**src/rtl/run_event_logger.sv**
```systemverilog
`default_nettype none
// +-------------------------------------------------------------------------+
// | run_event_logger: turns detector level output z into counted run events |
// |   with BCD per-type counts, run length tracking and a retriggerable LED |
// | Revision: 1.0                                                           |
// +-------------------------------------------------------------------------+
module run_event_logger #(
  parameter int unsigned LED_HOLD = 8
) (
  input  logic       clke,
  input  logic       rst,
  input  logic       z,
  input  logic       w,
  input  logic       clr,
  output logic [7:0] zero_runs,
  output logic [7:0] one_runs,
  output logic [7:0] run_len,
  output logic [7:0] max_len,
  output logic       run_type,
  output logic       led
);

  localparam logic [7:0] C_LED_HOLD = 8'(LED_HOLD);
  localparam logic [7:0] C_RUN_START = 8'd4;

  typedef enum logic [0:0] {
    IDLE   = 1'b0,
    IN_RUN = 1'b1
  } state_t;

  state_t     state_q, state_d;
  logic [7:0] zero_runs_q, zero_runs_d;
  logic [7:0] one_runs_q, one_runs_d;
  logic [7:0] run_len_q, run_len_d;
  logic [7:0] max_len_q, max_len_d;
  logic       run_type_q, run_type_d;
  logic [7:0] led_cnt_q, led_cnt_d;
  logic       led_q, led_d;

  logic       is_event;
  logic       len_wr;
  logic [7:0] len_new;

  // Two-digit BCD increment; 99 wraps to 00, out-of-range digits fold to 0.
  function automatic logic [7:0] bcd_inc(input logic [7:0] v);
    logic [3:0] units;
    logic [3:0] tens;
    units = v[3:0];
    tens  = v[7:4];
    if (units >= 4'd9) begin
      units = 4'd0;
      tens  = (tens >= 4'd9) ? 4'd0 : tens + 4'd1;
    end else begin
      units = units + 4'd1;
    end
    return {tens, units};
  endfunction

  always_comb begin
    state_d     = state_q;
    zero_runs_d = zero_runs_q;
    one_runs_d  = one_runs_q;
    run_len_d   = run_len_q;
    max_len_d   = max_len_q;
    run_type_d  = run_type_q;
    led_cnt_d   = led_cnt_q;
    len_wr      = 1'b0;
    len_new     = run_len_q;

    // A type change while z stays high is treated as a fresh run.
    is_event = z && ((state_q == IDLE) || (w != run_type_q));
    state_d  = z ? IN_RUN : IDLE;

    if (is_event) begin
      run_type_d = w;
      led_cnt_d  = C_LED_HOLD;
    end else if (led_cnt_q != 8'd0) begin
      led_cnt_d = led_cnt_q - 8'd1;
    end
    led_d = (led_cnt_q != 8'd0);

    if (clr) begin
      zero_runs_d = 8'd0;
      one_runs_d  = 8'd0;
      run_len_d   = 8'd0;
      max_len_d   = 8'd0;
    end else begin
      if (is_event) begin
        if (w) begin
          one_runs_d = bcd_inc(one_runs_q);
        end else begin
          zero_runs_d = bcd_inc(zero_runs_q);
        end
        len_wr  = 1'b1;
        len_new = C_RUN_START;
      end else if ((state_q == IN_RUN) && z) begin
        len_wr  = 1'b1;
        len_new = (run_len_q == 8'hFF) ? 8'hFF : run_len_q + 8'd1;
      end
      if (len_wr) begin
        run_len_d = len_new;
        max_len_d = (len_new > max_len_q) ? len_new : max_len_q;
      end
    end
  end

  always_ff @(posedge clke) begin
    if (rst) begin
      state_q     <= IDLE;
      zero_runs_q <= 8'd0;
      one_runs_q  <= 8'd0;
      run_len_q   <= 8'd0;
      max_len_q   <= 8'd0;
      run_type_q  <= 1'b0;
      led_cnt_q   <= 8'd0;
      led_q       <= 1'b0;
    end else begin
      state_q     <= state_d;
      zero_runs_q <= zero_runs_d;
      one_runs_q  <= one_runs_d;
      run_len_q   <= run_len_d;
      max_len_q   <= max_len_d;
      run_type_q  <= run_type_d;
      led_cnt_q   <= led_cnt_d;
      led_q       <= led_d;
    end
  end

  assign zero_runs = zero_runs_q;
  assign one_runs  = one_runs_q;
  assign run_len   = run_len_q;
  assign max_len   = max_len_q;
  assign run_type  = run_type_q;
  assign led       = led_q;

endmodule
`default_nettype wire

```
**config.mk**
```make
export PLATFORM = sky130hd
export DESIGN_NAME = run_event_logger
export DESIGN_NICKNAME = d
export VERILOG_FILES = /design/src/rtl/run_event_logger.sv
export SDC_FILE = /design/constraint.sdc
export NUM_CORES = 1
export LEC_CHECK = 0
export ABC_CLOCK_PERIOD_IN_PS = 2800
export CORE_ASPECT_RATIO = 2
export CORE_MARGIN = 10
export CORE_UTILIZATION = 53
export CTS_CLUSTER_SIZE = 14
export DETAILED_ROUTE_END_ITERATION = 6
export MAX_ROUTING_LAYER = met4
export PLACE_DENSITY_LB_ADDON = 0.15
export SLEW_MARGIN = 25
export SYNTH_ARGS = -nofsm -noshare
export SYNTH_HDL_FRONTEND = slang
export SYNTH_SLANG_ARGS = --single-unit
```
**constraint.sdc**
```tcl
create_clock -name clke -period 2.8 [get_ports clke]
set_input_delay 0.56 -clock clke [delete_from_list [all_inputs] [get_ports clke]]
set_output_delay 0.56 -clock clke [all_outputs]
set_load 0.005 [all_outputs]
```
; ---- Word level (Yosys, flattened, before mapping)
; Cells that the tools add are included.
[word_totals]
register_bits = 43
output_inout_bits = 34
input_bits = 5
wordCells = 52
[classes]
n_addsub = 6
mux = 14
reduce_logical = 12
n_eq_ne = 2
bitwise = 2
order_cmp = 5
[op_table]
columns = cell, count
row1 = two-way mux 8 bit, 4
row2 = two-way mux 4 bit, 6
row3 = adder 4 x 1 -> 4 bit (second input constant), 4
row4 = greater-or-equal comparator 4 bit (second input constant), 4
row5 = adder 8 x 1 -> 8 bit (second input constant), 1
row6 = equality test 8 bit (second input constant), 1
row7 = greater-than comparator 8 bit, 1
row8 = nonzero test 8 bit, 1
row9 = subtractor 8 x 1 -> 8 bit (second input constant), 1
row10 = AND reduction 2 bit, 3
row11 = AND reduction 3 bit, 2
row12 = two-way mux 1 bit, 4
row13 = OR reduction 2 bit, 2
row14 = logical AND 1 bit, 2
row15 = inverter 1 bit, 2
row16 = nonzero test 2 bit, 1
row17 = logical OR 1 bit, 1
row18 = != test 1 bit, 1

; ---- Depth between registers and ports, before layout
; Gate-level depths: netlist of run 1.
[depth]
depth_word = 7
depth_mapped = 12
ltp_nobuf = 10

; ---- Worst setup path after synthesis of run 1
; OpenSTA, ideal clock, no wires.
[synth_timing]
path_type = register -> register
startpoint = register run_len_q[0], in the netlist run_len[0]
endpoint = register max_len_q[0], in the netlist max_len[0]
path_buffers = 2
synth_period_minus_slack_ns = 2.594
t_arrival_ns = 2.503
stages_incl_launch_ff = 11
setup_time_ns = 0.091
required_ns = 2.709
path_slack_ns = 0.206
path_cell_list = dfxtp_1 ha_1 buf_2 a2111oi_1 a211oi_2 ha_1 a21oi_1 o21ai_1 o31a_1 buf_2 a311oi_1
[synth_between]
elab_chain_len = 7
elab_cells_between_ends = 8
cone_classes = add/sub: 1 / order compare: 1 / eq/ne: 1 / mux: 4 / reduce/logical: 1
[synth_rtl]
columns = item, line
row1 = "start, declared", 34  ; logic [7:0] run_len_q, run_len_d;
row2 = "start signal, assigned", 121  ; run_len_q <= run_len_d;
row3 = adder 8 x 1 -> 8 bit / equality test 8 bit (equally long branches), 98  ; len_new = (run_len_q == 8'hFF) ? 8'hFF : run_len_q + 8'd1;
row4 = two-way mux 8 bit, 98
row5 = two-way mux 8 bit *, 96  ; end else if ((state_q == IN_RUN) && z) begin
row6 = two-way mux 8 bit *, 88  ; if (is_event) begin
row7 = two-way mux 8 bit *, 82  ; if (clr) begin
row8 = greater-than comparator 8 bit, 102  ; max_len_d = (len_new > max_len_q) ? len_new : max_len_q;
row9 = AND reduction 2 bit (no source line), -
row10 = "end signal, assigned", 122  ; max_len_q <= max_len_d;
row11 = "end, declared", 35  ; logic [7:0] max_len_q, max_len_d;
; Every way passes the cells marked *; elsewhere a longest branch is shown, timed or not. The select of a mux whose other input is x is not followed.
; A chain may end at the register's enable or synchronous reset.

; ---- Final worst setup path of run 1
[layout_timing]
startpoint = input z
endpoint = register max_len_q[7], in the netlist max_len[7]
[layout_between]
elab_chain_len = 6
elab_cells_between_ends = 10
cone_classes = order compare: 1 / mux: 6 / reduce/logical: 3
[layout_rtl]
columns = item, line
row1 = "start, declared", 12  ; input logic z,
row2 = logical AND 1 bit, 96
row3 = two-way mux 8 bit, 96
row4 = two-way mux 8 bit, 88
row5 = two-way mux 8 bit, 82
row6 = greater-than comparator 8 bit, 102
row7 = AND reduction 2 bit (no source line), -
; Parallel ways exist; a longest one is shown, timed or not. The select of a mux whose other input is x is not followed.

==> impl_results.md, run 1 <==
- Fraction of layout cells with a size suffix above 1: 0.159
- Final period util: 0.969
- Final routed DRC violation total: 0
- Number of flops mapped to enable cells by yosys: 0
- Initial antenna violation count: 0
- Number of diodes: 0
- First-pass GRT wire length: 10300 µm
- Fin. Hold Viols: 0
- Critical path peak fanout: 6
- Overall die width: 67.8 µm
- Avg Vias per Cell: approximately 5.7
- Highest achievable clock rate: 369 MHz
- Number of hold buffers added after CTS: 0
- Core Rows: 34
- Detailed Route WL: 6230 µm
- Area of the die: 7830 µm²
- Pleak: 1.25 nW
- Number of flip-flops and latches in the synthesized netlist: 43
- Weighted congestion at the end of routability-driven global placement: 0.818
- Number of primary I/O pins: 39
- Post-synthesis instance total: 284
- Count of port buffers added during placement: 38
- Predominant post-synthesis flop cell: dfxtp_1
- Global routing usage summed across all routing layers: 0.168
- Portion of the post-synthesis area used by sequential elements: 0.356
- Core ar.: 4380 µm²
- Root buffer cell: clkbuf_8
- Number of buffers inserted during clock tree synthesis: 5
- Routed length on met2: 3470 µm
- Area overhead of the layout relative to synthesis: 32.6%
- Vias in the first global route: 2393
- Arrival @ worst endpoint: around 2900 ps
- Maximum Capacitance Violations: 0
- Headroom to the max-slew limit: 0.650
- Mean cell area of the mapped netlist: 8.52 µm²
- Yosys warnings: 0
- CP Launch Type: input pin
- Number of detailed-routing iterations run before antenna repair: 4
- Maximum number of pins on one net before global-route repair: 15
- Clock slew at the register clock pins of the worst setup and hold paths: roughly 80 ps
- Deepest level of the CTS H-tree: 2
- Total number of vias: between 2000 and 2500
- Total power per unit cell area: 535 nW/µm²
- Number of different library cells in the post-synthesis netlist: 54
- Crit Path Class: input pin to register
- Wire length per cell: 15.5 µm
- Max clock buf depth: 2
- CP Data Required Time: 3000 ps
- Slew at the pin closest to its max-slew limit: 526 ps
- DRT iter0 DRCs: 141
- Final setup violation count: 0
- Clock tree from TritonCTS: yes
- Hpwl dp: roughly 4600 µm
- Post-Syn Nets: 311
- Final global-route overflow total: 0
- Mapped Area: 2420 µm²
- Skew final: between 3 and 4 ps
- Antenna Nets Post-Route: 0
- Outcome: finished clean
- HP Class: register to register
- Fraction of registers with async set or reset after synthesis: 0
- Worst-case hold slack: 497 ps
- Wire length on met1: 2280 µm
- Number of clock sinks seen by CTS: 43
- Post-route total power: 0.00172 W
- Kind of end point of the critical path: register
- WL met3: approximately 260 µm
- Maximum vdd ir drop: 0.472 mV
- Minimum period implied by the final worst setup slack: 2710 ps
- DIE HEIGHT: 116 µm
- Max-slew violation total from the final report: 0
- Top routing layer in use: met4
- Layout net count: 373
- Clock insertion delay at the later pin of the skew report: 300 ps
- Starting density of the core: 0.552
[cells in the mapped netlist (4+ instances only)]
cell | count | area share
a21oi_1 | 25 | 0.052
a31oi_1 | 4 | 0.010
nor3_1 | 8 | 0.017
buf_2 | 5 | 0.010
and3_1 | 4 | 0.010
nand3_1 | 14 | 0.029
a41oi_1 | 4 | 0.014
nor2_1 | 23 | 0.036
ha_1 | 22 | 0.11
xor2_1 | 4 | 0.014
nor2b_1 | 5 | 0.013
o31a_1 | 4 | 0.014
and2_1 | 7 | 0.018
dfxtp_1 | 43 | 0.36
o21ai_0 | 11 | 0.023
inv_1 | 22 | 0.034
xnor2_1 | 4 | 0.014
nand2_1 | 17 | 0.026
[cell families after synthesis]
family,count (synthesis),share of synthesized area
AO/OA/AOI/OAI,71,0.193
XOR/XNOR,8,0.0290
adder cells (fa/ha/maj),22,0.114
buffers and inverters,32,0.0569
flip-flops,43,0.356
multiplexers,1,0.00414
AND/OR/NAND/NOR,107,0.248
[worst max-delay path, cell delays in order]
cell             delay (ps)
clkdlybuf4s15_1         280
nand4_2                 170
o31a_1                  290
a211oi_2                250
ha_1                    320
a21oi_2                 210
o21ai_2                 120
o31a_1                  400
buf_12                  160
nand3_1                  80
a21oi_1                  60
[registers in the layout (all words and copies together) (netlist names)]
register,cells
max_len,8
state_q,1
one_runs,8
led,1
led_cnt_q,8
zero_runs,8
run_type,1
run_len,8
[layer usage]
layer,vias up,global-route usage
met3,20,0.0368
met1,1066,0.153
met2,61,0.306
li1,1130,-
met5,-,-
met4,0,0.0904
[path summary, 6_finish.rpt]
kind                            cells past startpoint   startpoint     endpoint  slack, ps
worst min register to register                      2  one_runs[7]  one_runs[7]        500
worst max-delay path                               11            z   max_len[7]         90
worst max register to register                     10   run_len[4]   max_len[7]        100
worst min-delay path                                2  one_runs[7]  one_runs[7]        500
[report_power, final]
part	switching, W	internal (W)	leakage, nW
logic	0.000244	0.000231	0.837
registers	0.0000565	0.000681	0.349
clock network	0.000217	0.000289	0.0612
total	0.000517	0.00120	1.25
[placed cells by master (no fill, tap or decap), types with 3 or more instances in the layout]
master            n
xor2_1            4
nor3_1            8
o31a_1            4
nand3_1          14
nor4_1            3
and2_1            7
nor2b_1           4
nor2_1           23
or2b_1            3
clkbuf_8          6
and3_1            4
xnor2_1           3
inv_1            22
a41oi_1           4
nand3b_1          3
dfxtp_1          42
nand4_1           3
nand2_1          17
a21oi_2           3
a21oi_1          22
and4_1            3
buf_4            26
a31oi_1           4
o21ai_0          11
clkdlybuf4s50_1  36
ha_1             21
[what timing repair did]
action | CTS | global route
buffers inserted | 1 | 0
pin swaps | 1 | 2
resized for setup | 7 | 9
endpoints found under the setup margin | 8 | 8
[stage by stage]
stage	TNS [ps]	util	instance area, µm²	setup slack [ps]	cells
2_1_floorplan	0	-	2420	206	284
3_3_place_gp	-2700	0.686	3010	-383	392
3_5_place_dp	-3500	0.686	3010	-478	392
4_1_cts	0	0.724	3170	8.13	401
5_1_grt	-19.6	0.732	3210	-18.8	401
6_report	0	0.732	3210	87.5	401
[layout make-up]
cell class / count / area (µm²)
clock inverter: 2 / 35.0
inverter: 22 / 82.6
timing repair buffer: 65 / 598
clock buffer: 6 / 82.6
fill: 364 / 1170
tap: 54 / 67.6
multi-input combinational: 209 / 1480
sequential: 43 / 862
Note: power is estimated with default switching activity, not from simulation.
==> inputs of run 2 (changes only) <==
--- a/config.mk
+++ b/config.mk
@@ -8,9 +8,10 @@
 export ABC_CLOCK_PERIOD_IN_PS = 2800
 export CORE_ASPECT_RATIO = 2
 export CORE_MARGIN = 10
-export CORE_UTILIZATION = 53
+export CORE_UTILIZATION = 30
 export CTS_CLUSTER_SIZE = 14
 export DETAILED_ROUTE_END_ITERATION = 6
+export GPL_ROUTABILITY_DRIVEN = 0
 export MAX_ROUTING_LAYER = met4
 export PLACE_DENSITY_LB_ADDON = 0.15
 export SLEW_MARGIN = 25
==> run 2 against run 1 <==
Final cell count rose by 12%. Combinational power rose by 3%. Via count fell by 0.88%. Count of clock-buffer cells in the layout fell by 1. Clock skew rose by 3.2 ps. Register-to-register slack improved by 80 ps. Non-clock buffer count rose by 7. Global-route usage fell by 6.0 points. Die area rose by 57%. Hold slack got worse by 15 ps. Routed wire length rose by 3.8%.
==> impl_results.md, run 2 (synthesis results as in run 1) <==
- Max clock buf depth: 2 (unchanged)
- Most common cell after layout, fill and taps aside: dfxtp_1
- Core ar.: 7890 µm² (+80%)
- Final period util: 0.937 (-0.0316)
- Deepest level of the CTS H-tree: 2 (unchanged)
- Skew final: 6.95 ps (+3.20 ps)
- Source of the worst register-to-register timing path: run_len[4]
- Peak per-stage delay on the critical path: 450 ps (+50 ps)
- Part of the power in registers: 0.390 (-0.039)
- Arrival @ worst endpoint: 2790 ps (-120 ps)
- Count of port buffers added during placement: 38 (unchanged)
- Layout net count: 380 (+1.9%)
- Combinational share of power: 0.258 (-0.019)
- Max-slew violation total from the final report: 0 (unchanged)
- First-pass GRT wire length: 10700 µm (+3.4%)
- Final routed DRC violation total: 0 (unchanged)
- Internal Power: 0.00134 W (+12%)
- Flip-flop and latch area: 861 µm² (-0.15%)
- Commonest non-fill, non-tap cells in the layout: dfxtp_1 (43), clkdlybuf4s50_1 (36), buf_4 (33), nor2_1 (23)
- Antenna Nets Post-Route: 0 (unchanged)
- Outcome: finished clean
- Final setup violation count: 0 (unchanged)
- Detailed Route WL: 6470 µm (+3.8%)
- Reg2reg setup slack: 180 ps (+80 ps)
- Headroom to the max-slew limit: 0.658 (+0.00799)
- Initial antenna violation count: 0 (unchanged)
- Starting density of the core: 0.307 (-0.245)
- Fin. Hold Viols: 0 (unchanged)
- Number of buffers inserted during clock tree synthesis: 5 (unchanged)
- Clk pwr share: 0.352 (+0.058)
- Clock insertion delay at the later pin of the skew report: 290 ps (about the same)
- Post-route standard cell area excluding fillers: 3390 µm² (+5.5%)
- Wire length per cell: 14.4 µm (-7.5%)
- Core Rows: 46 (+35%)
- Gate family responsible for the most delay along the worst path: compound AO/OA/AOI/OAI gates
- Hold EP: one_runs[7]
- Post-Route Utilization: 0.429 (-0.303)
- Clock tree from TritonCTS: yes
- Fill cells: 818 (+120%)
- Highest achievable clock rate: 381 MHz (+3.4%)
- DIE HEIGHT: 147 µm (+27%)
- CP Data Required Time: 2970 ps (-30 ps)
- Depth of the worst hold-timing path: 2 (unchanged)
- Worst path cell trace: nand3_1 > o31a_1 > a211oi_2 > ha_1 > a21oi_2 > o21ai_4 > o31a_1 > buf_12 > nand3_1 > a21oi_1
- Slew at the pin closest to its max-slew limit: 512 ps (-13.9 ps)
- Final global-route overflow total: 0 (unchanged)
- Sw Pwr: 0.000554 W (+7.0%)
- Number of clock sinks seen by CTS: 43 (unchanged)
- Maximum number of pins on one net before global-route repair: 23 (+8)
- Number of detailed-routing iterations run before antenna repair: 4 (unchanged)
- Worst flop-to-flop path endpoint: max_len[5]
- Worst path buffer plus inverter count: 1 (-1)
- Root buffer cell: clkbuf_16
- Area taken by multi-input logic gates: 1510 µm² (+1.8%)
- R2r worst-path depth: 10 (unchanged)
- Avg Vias per Cell: 5.02 (-12%)
- Number of primary I/O pins: 39 (unchanged)
- Fraction of power spent switching nets: 0.292 (-0.00874)
- Minimum period implied by the final worst setup slack: 2620 ps (-88.6 ps)
- Maximum vdd ir drop: 0.391 mV (-17%)
- Cell area after placement: 3110 µm² (+3.2%)
- Clock slew at the register clock pins of the worst setup and hold paths: 60 ps (-20 ps)
- DRT iter0 DRCs: 50 (-65%)
- Hpwl dp: 5080 µm (+9.6%)
- CP Launch Type: register
- Area overhead of the layout relative to synthesis: 39.9%
- HP Class: register to register
- Fraction of layout cells with a size suffix above 1: 0.178 (+0.0195)
- Vias in the first global route: 2261 (-5.5%)
- Overall die width: 83.5 µm (+23%)
- Critical path peak fanout: 7 (+1)
- Library cell contributing the largest single delay on the critical path: dfxtp_1
- Total power per unit cell area: 559 nW/µm² (+4.5%)
- Kind of end point of the critical path: register
- Maximum Capacitance Violations: 0 (unchanged)
- Crit Path Class: register to register
- Pleak: 1.31 nW (+4.6%)
- Number of diodes: 0 (unchanged)
- Global routing usage summed across all routing layers: 0.108 (-0.0603)
- Area of the die: 12300 µm² (+57%)
- Total number of vias: 2257 (-0.88%)
- RSZ-0062 raised after global routing: false
- Hold Path Origin: one_runs[7]
run 2: power by group through the flow:
stage | combinational, W | sequential [W] | clock (W)
4_1_cts | 0.000496 | 0.000739 | 0.000697
2_1_floorplan | 0.000360 | 0.000740 | 0
3_3_place_gp | 0.000472 | 0.000750 | 0
3_5_place_dp | 0.000476 | 0.000750 | 0
5_1_grt | 0.000557 | 0.000744 | 0.000719
6_report | 0.000488 | 0.000738 | 0.000667
run 2: how the worst max path moves through the flow:
stage / startpoint / cells past startpoint / end
after floorplan: run_len[0] / 10 / max_len[0]
after global placement: z / 10 / max_len[0]
after detailed placement: z / 10 / max_len[0]
after CTS: w / 12 / max_len[5]
after global routing: run_len[4] / 9 / max_len[0]
final: run_len[4] / 10 / max_len[5]
run 2: timing repair:
| item | 4_1_cts | 5_1_grt |
|---|---|---|
| gates resized for setup | 7 | 12 |
| setup buffers | 2 | 0 |
| pin swaps | 3 | 3 |
| hold endpoints to repair | 0 | 0 |
| hold buffers | 0 | 0 |
| setup endpoints to repair | 8 | 8 |
run 2: worst register-to-register path: stages, from the launching register on:
cell and delay, ps:
dfxtp_1 450, nand3_1 200, o31a_1 330, a211oi_2 240, ha_1 300, a21oi_2 200
o21ai_4 100, o31a_1 390, buf_12 170, nand3_1 70, a21oi_1 60
run 2: per-stage QoR:
| step | cells | setup WS (ps) | total power [W] | hold slack (ps) | setup TNS [ps] |
|---|---|---|---|---|---|
| after floorplan | 284 | 206 | 0.00110 | 471 | 0 |
| after global placement | 440 | -453 | 0.00122 | 470 | -3410 |
| after detailed placement | 440 | -568 | 0.00123 | 478 | -4100 |
| after CTS | 450 | 5.35 | 0.00193 | 487 | 0 |
| after global routing | 450 | 1.03 | 0.00202 | 526 | 0 |
| final | 450 | 176 | 0.00189 | 482 | 0 |
run 2: cell type report:
class	count	area share
multi-input cells	209	0.445
clock inverters	3	0.0129
clock buffers	5	0.0370
repair buffers	72	0.191
flip-flops and latches	43	0.254
well taps	96	0.0355
inverters	22	0.0244
run 2: routing by layer:
metal / up-vias / part of all wire / track usage
met5: - / 0 / -
met4: 0 / 0.029 / 0.0539
met3: 14 / 0.029 / 0.0216
met2: 33 / 0.56 / 0.204
met1: 1066 / 0.39 / 0.0980
li1: 1144 / - / -
==> inputs of run 3 (changes only) <==
--- a/config.mk
+++ b/config.mk
@@ -8,7 +8,9 @@
 export ABC_CLOCK_PERIOD_IN_PS = 2800
 export CORE_ASPECT_RATIO = 2
 export CORE_MARGIN = 10
-export CORE_UTILIZATION = 30
+export CORE_UTILIZATION = 55
+export CTS_BUF_LIST = sky130_fd_sc_hd__clkbuf_4 sky130_fd_sc_hd__clkbuf_8
+export CTS_CLUSTER_DIAMETER = 60
 export CTS_CLUSTER_SIZE = 14
 export DETAILED_ROUTE_END_ITERATION = 6
 export GPL_ROUTABILITY_DRIVEN = 0
==> run 3 against run 2 <==
Sequential power about the same. Register-to-register slack about the same. Fmax decreased by 2.3%. First-iteration DRC count increased by 74%. Critical path type is now input pin to register.
==> impl_results.md, run 3 (synthesis results as in run 1) <==
- TNS Setup: 0 ps (unchanged)
- Maximum number of pins on one net before global-route repair: 24 (+4.3%)
- Skew final: 4.49 ps (-2.46 ps)
- Number of clock sinks seen by CTS: 43 (unchanged)
- Library cell contributing the largest single delay on the critical path: a211oi_4
- CP Data Required Time: 2990 ps (+20 ps)
- Avg Vias per Cell: 5.66 (+13%)
- Number of buffers inserted during clock tree synthesis: 5 (unchanged)
- Crit Path Class: input pin to register
- Arrival @ worst endpoint: 2870 ps (+80 ps)
- Cell area after placement: 3020 µm² (-2.9%)
- Overall die width: 66.9 µm (-20%)
- Area overhead of the layout relative to synthesis: 33.0%
- Clk pwr share: 0.294 (-0.058)
- Deepest level of the CTS H-tree: 2 (unchanged)
- Total number of vias: 2276 (+0.84%)
- Core ar.: 4300 µm² (-46%)
- CP Launch Type: input pin
- Clock insertion delay at the later pin of the skew report: 300 ps (about the same)
- Worst-case hold slack: 496 ps (+13.8 ps)
- Highest achievable clock rate: 372 MHz (-2.3%)
- Max-slew violation total from the final report: 0 (unchanged)
- Final global-route overflow total: 0 (unchanged)
- Combinational share of power: 0.278 (+0.020)
- Final routed DRC violation total: 0 (unchanged)
- Count of port buffers added during placement: 38 (unchanged)
- Post-route standard cell area excluding fillers: 3220 µm² (-5.0%)
- Peak per-stage delay on the critical path: 310 ps (-140 ps)
- Hpwl dp: 4690 µm (-7.8%)
- Minimum period implied by the final worst setup slack: 2690 ps (+62.6 ps)
- Fraction of layout cells with a size suffix above 1: 0.164 (-0.0142)
- Headroom to the max-slew limit: 0.692 (+0.0345)
- Root buffer cell: clkbuf_8
- Slew at the pin closest to its max-slew limit: 461 ps (-50.9 ps)
- Global routing usage summed across all routing layers: 0.176 (+0.0682)
- Internal Power: 0.00120 W (-11%)
- DIE HEIGHT: 114 µm (-23%)
- Wire length per cell: 15.5 µm (+8.1%)
- DRT iter0 DRCs: 87 (+74%)
- Fraction of power spent switching nets: 0.303 (+0.0111)
- Outcome: finished clean
- First-pass GRT wire length: 10500 µm (-1.9%)
- RSZ-0062 raised after global routing: false
- Clock slew at the register clock pins of the worst setup and hold paths: 80 ps (+20 ps)
- Core Rows: 34 (-26%)
- Final setup violation count: 0 (unchanged)
- Commonest non-fill, non-tap cells in the layout: dfxtp_1 (43), clkdlybuf4s50_1 (36), buf_4 (28), nor2_1 (23)
- Worst path cell trace: dlygate4sd2_1 > buf_4 > a21boi_1 > buf_4 > a211oi_4 > ha_4 > a21oi_2 > o21ai_4 > o31a_1 > buf_4 > nand3_1 > a21oi_1
- Area of the die: 7610 µm² (-38%)
- Total power per unit cell area: 534 nW/µm² (-4.6%)
- HP Class: register to register
- Sw Pwr: 0.000521 W (-5.9%)
- Initial antenna violation count: 0 (unchanged)
- Max clock buf depth: 2 (unchanged)
- Antenna Nets Post-Route: 0 (unchanged)
- Post-Route Utilization: 0.749 (+0.320)
- Layout net count: 374 (-1.6%)
- Final period util: 0.959 (+0.0224)
- Clock tree from TritonCTS: yes
- Number of primary I/O pins: 39 (unchanged)
- Number of diodes: 0 (unchanged)
- Most common cell after layout, fill and taps aside: dfxtp_1
- Pleak: 1.25 nW (-4.1%)
- Starting density of the core: 0.563 (+0.256)
- Detailed Route WL: 6250 µm (-3.4%)
- Vias in the first global route: 2369 (+4.8%)
- Maximum Capacitance Violations: 0 (unchanged)
- Kind of end point of the critical path: register
- Number of detailed-routing iterations run before antenna repair: 4 (unchanged)
- Part of the power in registers: 0.429 (+0.039)
- Fill cells: 353 (-57%)
- Maximum vdd ir drop: 0.380 mV (-2.9%)
- Critical path peak fanout: 9 (+2)
- Most frequent cell on the critical path: buf_4
- Fin. Hold Viols: 0 (unchanged)
[run 3: area by class of cell]
cell class	instances	area [µm²]	share of cell area
inverter	22	82.6	0.0257
timing repair buffer	66	592	0.184
clock buffer	6	82.6	0.0257
clock inverter	2	35.0	0.0109
tap	54	67.6	0.0210
multi-input combinational	209	1500	0.465
sequential	43	861	0.267
[run 3: what timing repair did]
item,CTS,global route
hold buffers,0,0
resized for setup,7,9
endpoints found under the setup margin,8,8
buffers inserted,1,0
pin swaps,1,3
[run 3: metal layers]
layer  share of wire  global-route usage  vias to the layer above
met3           0.038              0.0314                       22
met5               0                   -                        -
met2            0.57               0.326                       50
li1                -                   -                     1126
met1            0.35               0.157                     1078
met4           0.038              0.0964                        0
[run 3: path summary, 6_finish.rpt]
path / start / endpoint / slack (ps) / cells after the start
hold reg to reg: max_len[7] / max_len[7] / 500 / 2
hold / removal: max_len[7] / max_len[7] / 500 / 2
setup / recovery: z / max_len[7] / 110 / 12
setup reg to reg: run_len[0] / max_len[7] / 190 / 12
[run 3: critical path, delay by kind of cell]
family | cells | cell delay (ps)
buffers and inverters | 4 | 820
AO/OA/AOI/OAI | 6 | 1120
adder cells (fa/ha/maj) | 1 | 270
AND/OR/NAND/NOR | 1 | 90
[run 3: power by group through the flow]
stage	sequential, W	combinational, W	clock [W]
floorplan	0.000740	0.000360	0
global placement	0.000748	0.000454	0
detailed placement	0.000750	0.000467	0
CTS	0.000736	0.000482	0.000513
global route	0.000745	0.000545	0.000533
finish	0.000736	0.000477	0.000504
[run 3: per-stage QoR]
stage,instances,setup WS [ps],total power (W)
detailed placement,393,-518,0.00122
finish,402,113,0.00172
CTS,402,3.85,0.00173
global placement,393,-358,0.00120
global route,402,0.347,0.00182
floorplan,284,206,0.00110
